[config.mk]
export PLATFORM = sky130hd
export DESIGN_NAME = link_egress_queue
export DESIGN_NICKNAME = d
export VERILOG_FILES = /design/src/rtl/link_egress_queue.sv
export SDC_FILE = /design/constraint.sdc
export NUM_CORES = 1
export LEC_CHECK = 0
export ABC_AREA = 1
export ABC_CLOCK_PERIOD_IN_PS = 8200
export BUFFER_PORTS_ARGS = -buffer_cell sky130_fd_sc_hd__buf_2
export CORE_MARGIN = 10
export CORE_UTILIZATION = 55
export DETAILED_ROUTE_END_ITERATION = 7
export PLACE_DENSITY_LB_ADDON = 0.25
export SYNTH_ARGS = -nofsm -noshare
export SYNTH_HDL_FRONTEND = slang
export SYNTH_SLANG_ARGS = --single-unit
[constraint.sdc]
create_clock -name clk -period 8.2 [get_ports clk]
set_clock_uncertainty 0.1 [all_clocks]
set_input_delay 1.64 -clock clk [delete_from_list [all_inputs] [get_ports clk]]
set_output_delay 1.64 -clock clk [all_outputs]
set_load 0.005 [all_outputs]
[src/rtl/link_egress_queue.sv]
// link_egress_queue: per-direction egress FIFO between a router output port and a neighbour mailbox.
// Latency: 1 cycle push-to-strobe; 0 cycles when idle if LINK_EGRESS_BYPASS_EN is defined.
// Backpressure: the strobe is issued only while out_ready_in is high; in_ready_out drops when full.
module link_egress_queue #(
  parameter int MSG_WIDTH       = 64,
  parameter int DEPTH           = 4,
  parameter int STALL_LIMIT     = 1024,
  parameter int STALL_CNT_WIDTH = 16
) (
  input  logic                         clk,
  input  logic                         reset,
  input  logic [MSG_WIDTH-1:0]         in_value_in,
  input  logic                         in_valid_in,
  output logic                         in_ready_out,
  output logic [MSG_WIDTH-1:0]         out_value_out,
  output logic                         out_valid_out,
  input  logic                         out_ready_in,
  output logic [$clog2(DEPTH+1)-1:0]   occupancy_out,
  output logic                         stall_flag_out
);

  localparam int PW = $clog2(DEPTH);
  localparam int CW = $clog2(DEPTH+1);
  localparam logic [STALL_CNT_WIDTH-1:0] LIMIT = STALL_CNT_WIDTH'(STALL_LIMIT);

  logic [MSG_WIDTH-1:0]       mem [DEPTH];
  logic [PW-1:0]              wr_ptr;
  logic [PW-1:0]              rd_ptr;
  logic [CW-1:0]              count;
  logic [STALL_CNT_WIDTH-1:0] stall_cnt;
  logic [STALL_CNT_WIDTH-1:0] stall_cnt_next;
  logic                       stall_flag;
  logic                       not_empty;
  logic                       bypass;
  logic                       push;
  logic                       pop;
  logic                       blocked;

  assign not_empty = (count != '0);

  // Ready comes from the registered count only, so a same-cycle pop never opens a slot.
  assign in_ready_out = !reset && (count < CW'(DEPTH));

`ifdef LINK_EGRESS_BYPASS_EN
  // Idle queue with a ready neighbour: hand the message straight through without storing it.
  assign bypass = !reset && !not_empty && in_valid_in && out_ready_in;
`else
  assign bypass = 1'b0;
`endif

  assign pop            = !reset && not_empty && out_ready_in;
  assign push           = in_valid_in && in_ready_out && !bypass;
  assign out_valid_out  = pop || bypass;
  assign out_value_out  = bypass ? in_value_in : mem[rd_ptr];
  assign occupancy_out  = count;
  assign stall_flag_out = stall_flag;

  // Head is blocked whenever something is held but the neighbour is not ready.
  assign blocked = not_empty && !out_ready_in;

  // Next stall count: saturating increment while blocked, otherwise restart from zero.
  always_comb begin
    stall_cnt_next = '0;
    if (blocked) begin
      stall_cnt_next = (stall_cnt >= LIMIT) ? LIMIT : stall_cnt + 1'b1;
    end
  end

  // Message storage; contents are don't-care after reset so it carries no reset.
  always_ff @(posedge clk) begin
    if (push) begin
      mem[wr_ptr] <= in_value_in;
    end
  end

  // Pointers, occupancy and stall watchdog; the flag is sticky until reset.
  always_ff @(posedge clk) begin
    if (reset) begin
      wr_ptr     <= '0;
      rd_ptr     <= '0;
      count      <= '0;
      stall_cnt  <= '0;
      stall_flag <= 1'b0;
    end else begin
      if (push) begin
        wr_ptr <= wr_ptr + PW'(1);
      end
      if (pop) begin
        rd_ptr <= rd_ptr + PW'(1);
      end
      count      <= count + CW'(push) - CW'(pop);
      stall_cnt  <= stall_cnt_next;
      stall_flag <= stall_flag | (stall_cnt_next >= LIMIT);
    end
  end

endmodule
==> out/metrics.cfg, run 1 <==
[status]
outcome=complete, no violations

[sta]
finalHoldViolCount=0
period_minus_slack_ns=4.73
setup_tns_ns=0
setup_viol=0
timing_max_transition_violations_final=0
period_share_pct=57.7
fmax_mhz=211
max_slew_margin_pct=24.9
rsz0062_at_grt=false
worstMarginPinSlew_ns=1.13

[placement]
dp_hpwl_um=12400
place.gp.congestion=0.719
io_buffers=137
place_inst=1132

[yosys]
syn-instance-count=764
avgSynthCellArea_um2=13.9
synth_seq_cells=282
yosysWarnings=0
syn_area_um2=10600
ys_types=27
ys_seq_area_share_pct=77.3

[worst_setup_path]
path_class=reg -> out
critPathCaptureType=output port
cpLargestDelayFamily=buffers and inverters
crit_chain=inv_4, buf_4, nor2_1, o22ai_1, buf_2
cp.arrival_ns=2.99
worstPathRequired_ns=6.46
crit_path_max_fanout=100
critPathMaxStageDelay_ns=0.87
cpMaxStageDelayCell=buf_4
worstPathBufferInverterCount=3
worstSetupStartpointType=flop

[route]
drt-initial-drc-count=443
drtPass1Iterations=4
drc=0
post_drt_wl_per_cell_um=18.3
drt-total-wl_um=21700
vias_per_cell=5.39
ant_nets=0
vias=6385

[flow_run]
drv_cap=0

[grt]
grt_pass1_wl_um=34000
grt_pass1_vias=6399
grt_max_degree=101
grt_usage_pct=16.3
antenna_found_initial=3
grt_overflow=0

[finish]
areaGrowthSynthToFinish_pct=16.1
most-common-layout-cells=edfxtp_1 (256), nor2_1 (155), buf_2 (137)
drive_above_1_share_pct=21.5
layout_commonest_cell=edfxtp_1
final_nets=979
final_cells=1185
fin_util_pct=65.5

[clocking]
cts_tree=done
clk_pin_slew_ns=0.06
cts_hold_buf=0
clockBufferDepth=3
cts_inserted_buffers=28
clkLatencyLatePin_ns=0.52
clock_sinks=282
post_cts_resized=0
cts-root-buf=clkbuf_16
h-tree-depth=1
cts_setup_buffers=0

[pwr]
ir_drop_uv=169
power.density_nw_per_um2=265
leakage_nw=4.38

[floorplan]
die_w_um=159
rows=50
core_area_um2=18800
dieArea_um2=25300
fp.dieH_um=159
start_util_pct=56.4
boundaryPins=138

[hold_path]
min_path_type=reg -> reg

==> routing by layer <==
metal	global-route usage [%]	vias up	share of wire (%)
met1	21.5	3099	43
met4	3.96	2	1.6
li1	-	3069	-
met3	3.77	32	6.0
met2	26.8	183	49
met5	0	-	0.083
==> synth_stat cells <==
master / count / share of area, %
o21ai_0: 77 / 3.6
nor3_2: 1 / 0.094
inv_1: 27 / 0.95
nor3_1: 1 / 0.047
nor2_2: 1 / 0.059
edfxtp_1: 256 / 72
buf_4: 6 / 0.42
nor2_1: 159 / 5.6
buf_6: 13 / 1.4
clkinv_1: 1 / 0.035
nand4_1: 2 / 0.12
dfxtp_1: 26 / 4.9
clkbuf_1: 18 / 0.64
fa_1: 1 / 0.19
buf_2: 1 / 0.047
ha_1: 8 / 0.94
xor2_1: 4 / 0.33
nand3_1: 4 / 0.19
inv_2: 1 / 0.035
o21ai_1: 56 / 2.6
conb_1: 1 / 0.035
a21oi_1: 7 / 0.33
nand2_2: 2 / 0.12
clkbuf_2: 3 / 0.14
o22ai_1: 64 / 3.8
nand2_1: 22 / 0.78
xnor2_1: 2 / 0.16
==> cell type report <==
type | count | area, um2
clock buffers | 35 | 758
repair buffers | 145 | 746
diodes | 3 | 7.51
flip-flops and latches | 282 | 8210
clock inverters | 15 | 104
multi-input cells | 416 | 2070
inverters | 29 | 111
well taps | 260 | 325
fillers | 1385 | 6500
==> final timing paths <==
kind	from	to	slack, ns	depth (start not counted)
max	flop	out_value_out[13]	3.47	5
min	stall_flag_out$_SDFF_PP0_	stall_flag_out$_SDFF_PP0_	0.36	2
max reg2reg	occupancy_out[2]$_SDFF_PP0_	mem[3][48]$_DFFE_PP_	5.58	4
min reg2reg	stall_flag_out$_SDFF_PP0_	stall_flag_out$_SDFF_PP0_	0.36	2
==> worst reg2reg max path, stage by stage (launching register included) <==
cell     delay (ns)
dfxtp_1        0.34
nor2_1         0.17
nand2_2        0.21
nor2_4         0.82
buf_4          0.60
==> state kept, by name (all words and copies together), names as in the netlist, named ones only <==
| signal | flops |
|---|---|
| rd_ptr | 2 |
| mem | 256 |
| occupancy_out | 3 |
| stall_cnt | 16 |
| stall_flag_out | 1 |
| wr_ptr | 2 |
==> where the power goes <==
group | internal [mW] | switching (mW) | leakage [nW]
logic | 0.150 | 0.262 | 1.42
clock network | 0.684 | 0.501 | 0.423
registers | 1.64 | 0.0386 | 2.54
==> stage by stage <==
step / total power [mW] / setup slack, ns / instance area [um2] / hold slack, ns
6_report: 3.27 / 3.47 / 12300 / 0.362
5_1_grt: 3.42 / 3.27 / 12300 / 0.409
4_1_cts: 3.30 / 3.53 / 12300 / 0.365
3_5_place_dp: 2.13 / 4.05 / 11500 / 0.354
3_3_place_gp: 2.11 / 4.08 / 11500 / 0.340
2_1_floorplan: 1.96 / 2.98 / 10600 / 0.341
==> kinds of logic after synthesis <==
family | Yosys count | share of synthesized area (%)
flip-flops | 282 | 77.3
AO/OA/AOI/OAI | 204 | 10.4
other | 1 | 0.0353
XOR/XNOR | 6 | 0.495
AND/OR/NAND/NOR | 192 | 7.02
buffers and inverters | 70 | 3.65
adder cells (fa/ha/maj) | 9 | 1.13
(Power assumes the default switching activity.)
==> run 2, diff against run 1 <==
--- a/config.mk
+++ b/config.mk
@@ -6,10 +6,10 @@
 export NUM_CORES = 1
 export LEC_CHECK = 0
 export ABC_AREA = 1
-export ABC_CLOCK_PERIOD_IN_PS = 8200
+export ABC_CLOCK_PERIOD_IN_PS = 3900
 export BUFFER_PORTS_ARGS = -buffer_cell sky130_fd_sc_hd__buf_2
 export CORE_MARGIN = 10
-export CORE_UTILIZATION = 55
+export CORE_UTILIZATION = 52
 export DETAILED_ROUTE_END_ITERATION = 7
 export PLACE_DENSITY_LB_ADDON = 0.25
 export SYNTH_ARGS = -nofsm -noshare
==> constraint.sdc (replaced) <==
create_clock -name clk -period 3.9 [get_ports clk]
set_clock_uncertainty 0.1 [all_clocks]
set_input_delay 0.78 -clock clk [delete_from_list [all_inputs] [get_ports clk]]
set_output_delay 0.78 -clock clk [all_outputs]
set_load 0.005 [all_outputs]
==> run 2 against run 1 <==
  * Die area grew 5.0%
  * Wire length about the same
  * Power up 110%
  * Critical path depth unchanged
  * Critical endpoint is now out_value_out[5]
  * Global-route usage down 0.43 points
  * Combinational power increased by 110%
  * Via count up 0.41%
  * Hold slack worse by 0.0066 ns
  * Worst setup slack worse by 3.0 ns
==> out/metrics.cfg, run 2 (same netlist as run 1, synthesis figures left out) <==
[grt]
gr-usage-met1_pct=20.0  ; -1.5 points
met3_usage_pct=3.84  ; +0.073 points
grt_pass1_wl_um=34000  ; about the same
grt_max_degree=68  ; -33%
grt_usage_pct=15.9  ; -0.43 points
grt.busiest_layer=met2
antenna_found_initial=5  ; +2
grt_pass1_vias=6566  ; +2.6%
grt_use_met2_pct=27.0  ; +0.11 points
grt_overflow=0  ; unchanged

[worst_setup_path]
reg2reg_to=occupancy_out[2]$_SDFF_PP0_
cp.arrival_ns=2.57  ; -0.42 ns
worstSetupStartpointType=flop
path_class=reg -> out
rr_worst_depth=9  ; +5
regToRegSetupSlack_ns=1.81  ; -3.77 ns
critPathCaptureType=output port
crit_path_max_fanout=67  ; -33%
crit_chain=inv_4, buf_4, o21ai_0, o22ai_1, buf_2
critPathMaxStageDelay_ns=0.77  ; -0.10 ns
r2r-start=occupancy_out[2]$_SDFF_PP0_
cpMaxStageDelayCell=dfxtp_4
worstPathRequired_ns=3.02  ; -3.44 ns

[pwr]
ir_drop_uv=416  ; +150%
power_mw=7.03  ; +110%
leakage_nw=4.43  ; +1.1%
power.density_nw_per_um2=564  ; +110%

[hold_path]
worst_hold_path.endpoint=stall_flag_out$_SDFF_PP0_
min_path_type=reg -> reg
whs_path_depth=2  ; unchanged
hold_start=stall_flag_out$_SDFF_PP0_

[finish]
final_nets=984  ; +0.51%
top_register=mem
largest_reg_flops=256  ; unchanged
drive_above_1_share_pct=21.6  ; +0.12 points
fin_area_um2=12500  ; +1.0%
areaGrowthSynthToFinish_pct=17.3
layout_commonest_cell=edfxtp_1
most-common-layout-cells=edfxtp_1 (256), nor2_1 (155), buf_2 (137)
final_cells=1198  ; +1.1%

[placement]
place_area_um2=11600  ; +0.83%
place.gp.congestion=0.779  ; +8.3%
place_inst=1148  ; +1.4%
io_buffers=137  ; unchanged
dp_hpwl_um=12500  ; +0.76%
pre_cts_ws_ns=0.996  ; -3.06 ns

[floorplan]
core_area_um2=20200  ; +7.1%
start_util_pct=52.6  ; -3.7 points
fp.dieH_um=163  ; +2.5%
rows=52  ; +4.0%
dieArea_um2=26500  ; +5.0%
die_w_um=163  ; +2.5%
boundaryPins=138  ; unchanged

[sta]
layout_setup_ws_ns=0.452  ; -3.02 ns
period_minus_slack_ns=3.45
timing_max_transition_violations_final=0  ; unchanged
worstMarginPinSlew_ns=0.706  ; -0.421 ns
finalHoldViolCount=0  ; unchanged
setup_viol=0  ; unchanged
hold_ws_ns=0.356  ; -0.00659 ns
period_share_pct=88.4
fmax_mhz=290
max_slew_margin_pct=52.9  ; +28 points
rsz0062_at_grt=false

[clocking]
cts_hold_buf=0  ; unchanged
clockBufferDepth=3  ; unchanged
h-tree-depth=1  ; unchanged
clock_sinks=282  ; unchanged
cts_inserted_buffers=27  ; -3.6%
post_cts_resized=0  ; unchanged
cts-root-buf=clkbuf_16
cts_setup_buffers=0  ; unchanged
clkLatencyLatePin_ns=0.52  ; about the same
cts_tree=done
clk_pin_slew_ns=0.06  ; about the same

[route]
drc=0  ; unchanged
drt-total-wl_um=21700  ; about the same
vias_per_cell=5.35  ; -0.68%
vias=6411  ; +0.41%
drt-initial-drc-count=410  ; -7.4%
ant_nets=0  ; unchanged
post_drt_wl_per_cell_um=18.1  ; -1.1%
drtPass1Iterations=5  ; +1

[status]
outcome=complete, no violations

[flow_run]
drv_cap=0  ; unchanged

run 2: changes by cell type in the layout (fill, tap and decap cells not counted):
cell / before / now
clkbuf_8: 1 / 0
clkbuf_1: 5 / 7
clkinv_4: 1 / 0
bufinv_16: 1 / 5
diode_2: 3 / 2
buf_4: 8 / 11
buf_12: 0 / 3
clkinv_2: 7 / 3
clkbuf_16: 29 / 27
run 2: report_power, final:
| part | internal (mW) | total, mW | switching [mW] |
|---|---|---|---|
| logic | 0.327 | 0.874 | 0.547 |
| clock network | 1.60 | 2.63 | 1.03 |
| registers | 3.44 | 3.52 | 0.0785 |
| total | 5.37 | 7.03 | 1.66 |
run 2: per-layer routing:
metal	routed length, um	vias to the layer above
li1	-	3090
met1	9280	3111
met2	10700	176
met3	1400	30
met4	303	4
met5	26	-
run 2: layout make-up:
type                            count  area (um2)
Fill cell                        1552        7710
Tap cell                          270         338
Timing Repair Buffer              151         828
Antenna cell                        2        5.00
Sequential cell                   282        8210
Inverter                           29         111
Clock buffer                       34         702
Clock inverter                     14         195
Multi-Input combinational cell    416        2070
run 2: worst max path at each step:
stage | start | end | slack (ns) | cells after the start
4_1_cts | flop | out_value_out[16] | 0.44 | 5
3_3_place_gp | flop | out_value_out[20] | 1.05 | 5
2_1_floorplan | reset | mem[0][0]$_DFFE_PP_ | -0.46 | 3
6_report | flop | out_value_out[5] | 0.45 | 5
3_5_place_dp | flop | out_value_out[5] | 1.0 | 5
5_1_grt | flop | out_value_out[20] | 0.30 | 5
run 2: stage by stage:
stage                     setup TNS (ns)  util [%]
after floorplan                  -117.80         -
after global placement                 0      57.3
after detailed placement               0      57.3
after CTS                              0      61.8
after global routing                   0      61.8
final                                  0      61.8
run 2: critical path: cells and delay by family, from the launching register on:
family / cells / cell delay, ns
buf+inv: 3 / 0.91
flops: 1 / 0.77
compound gates: 2 / 0.33
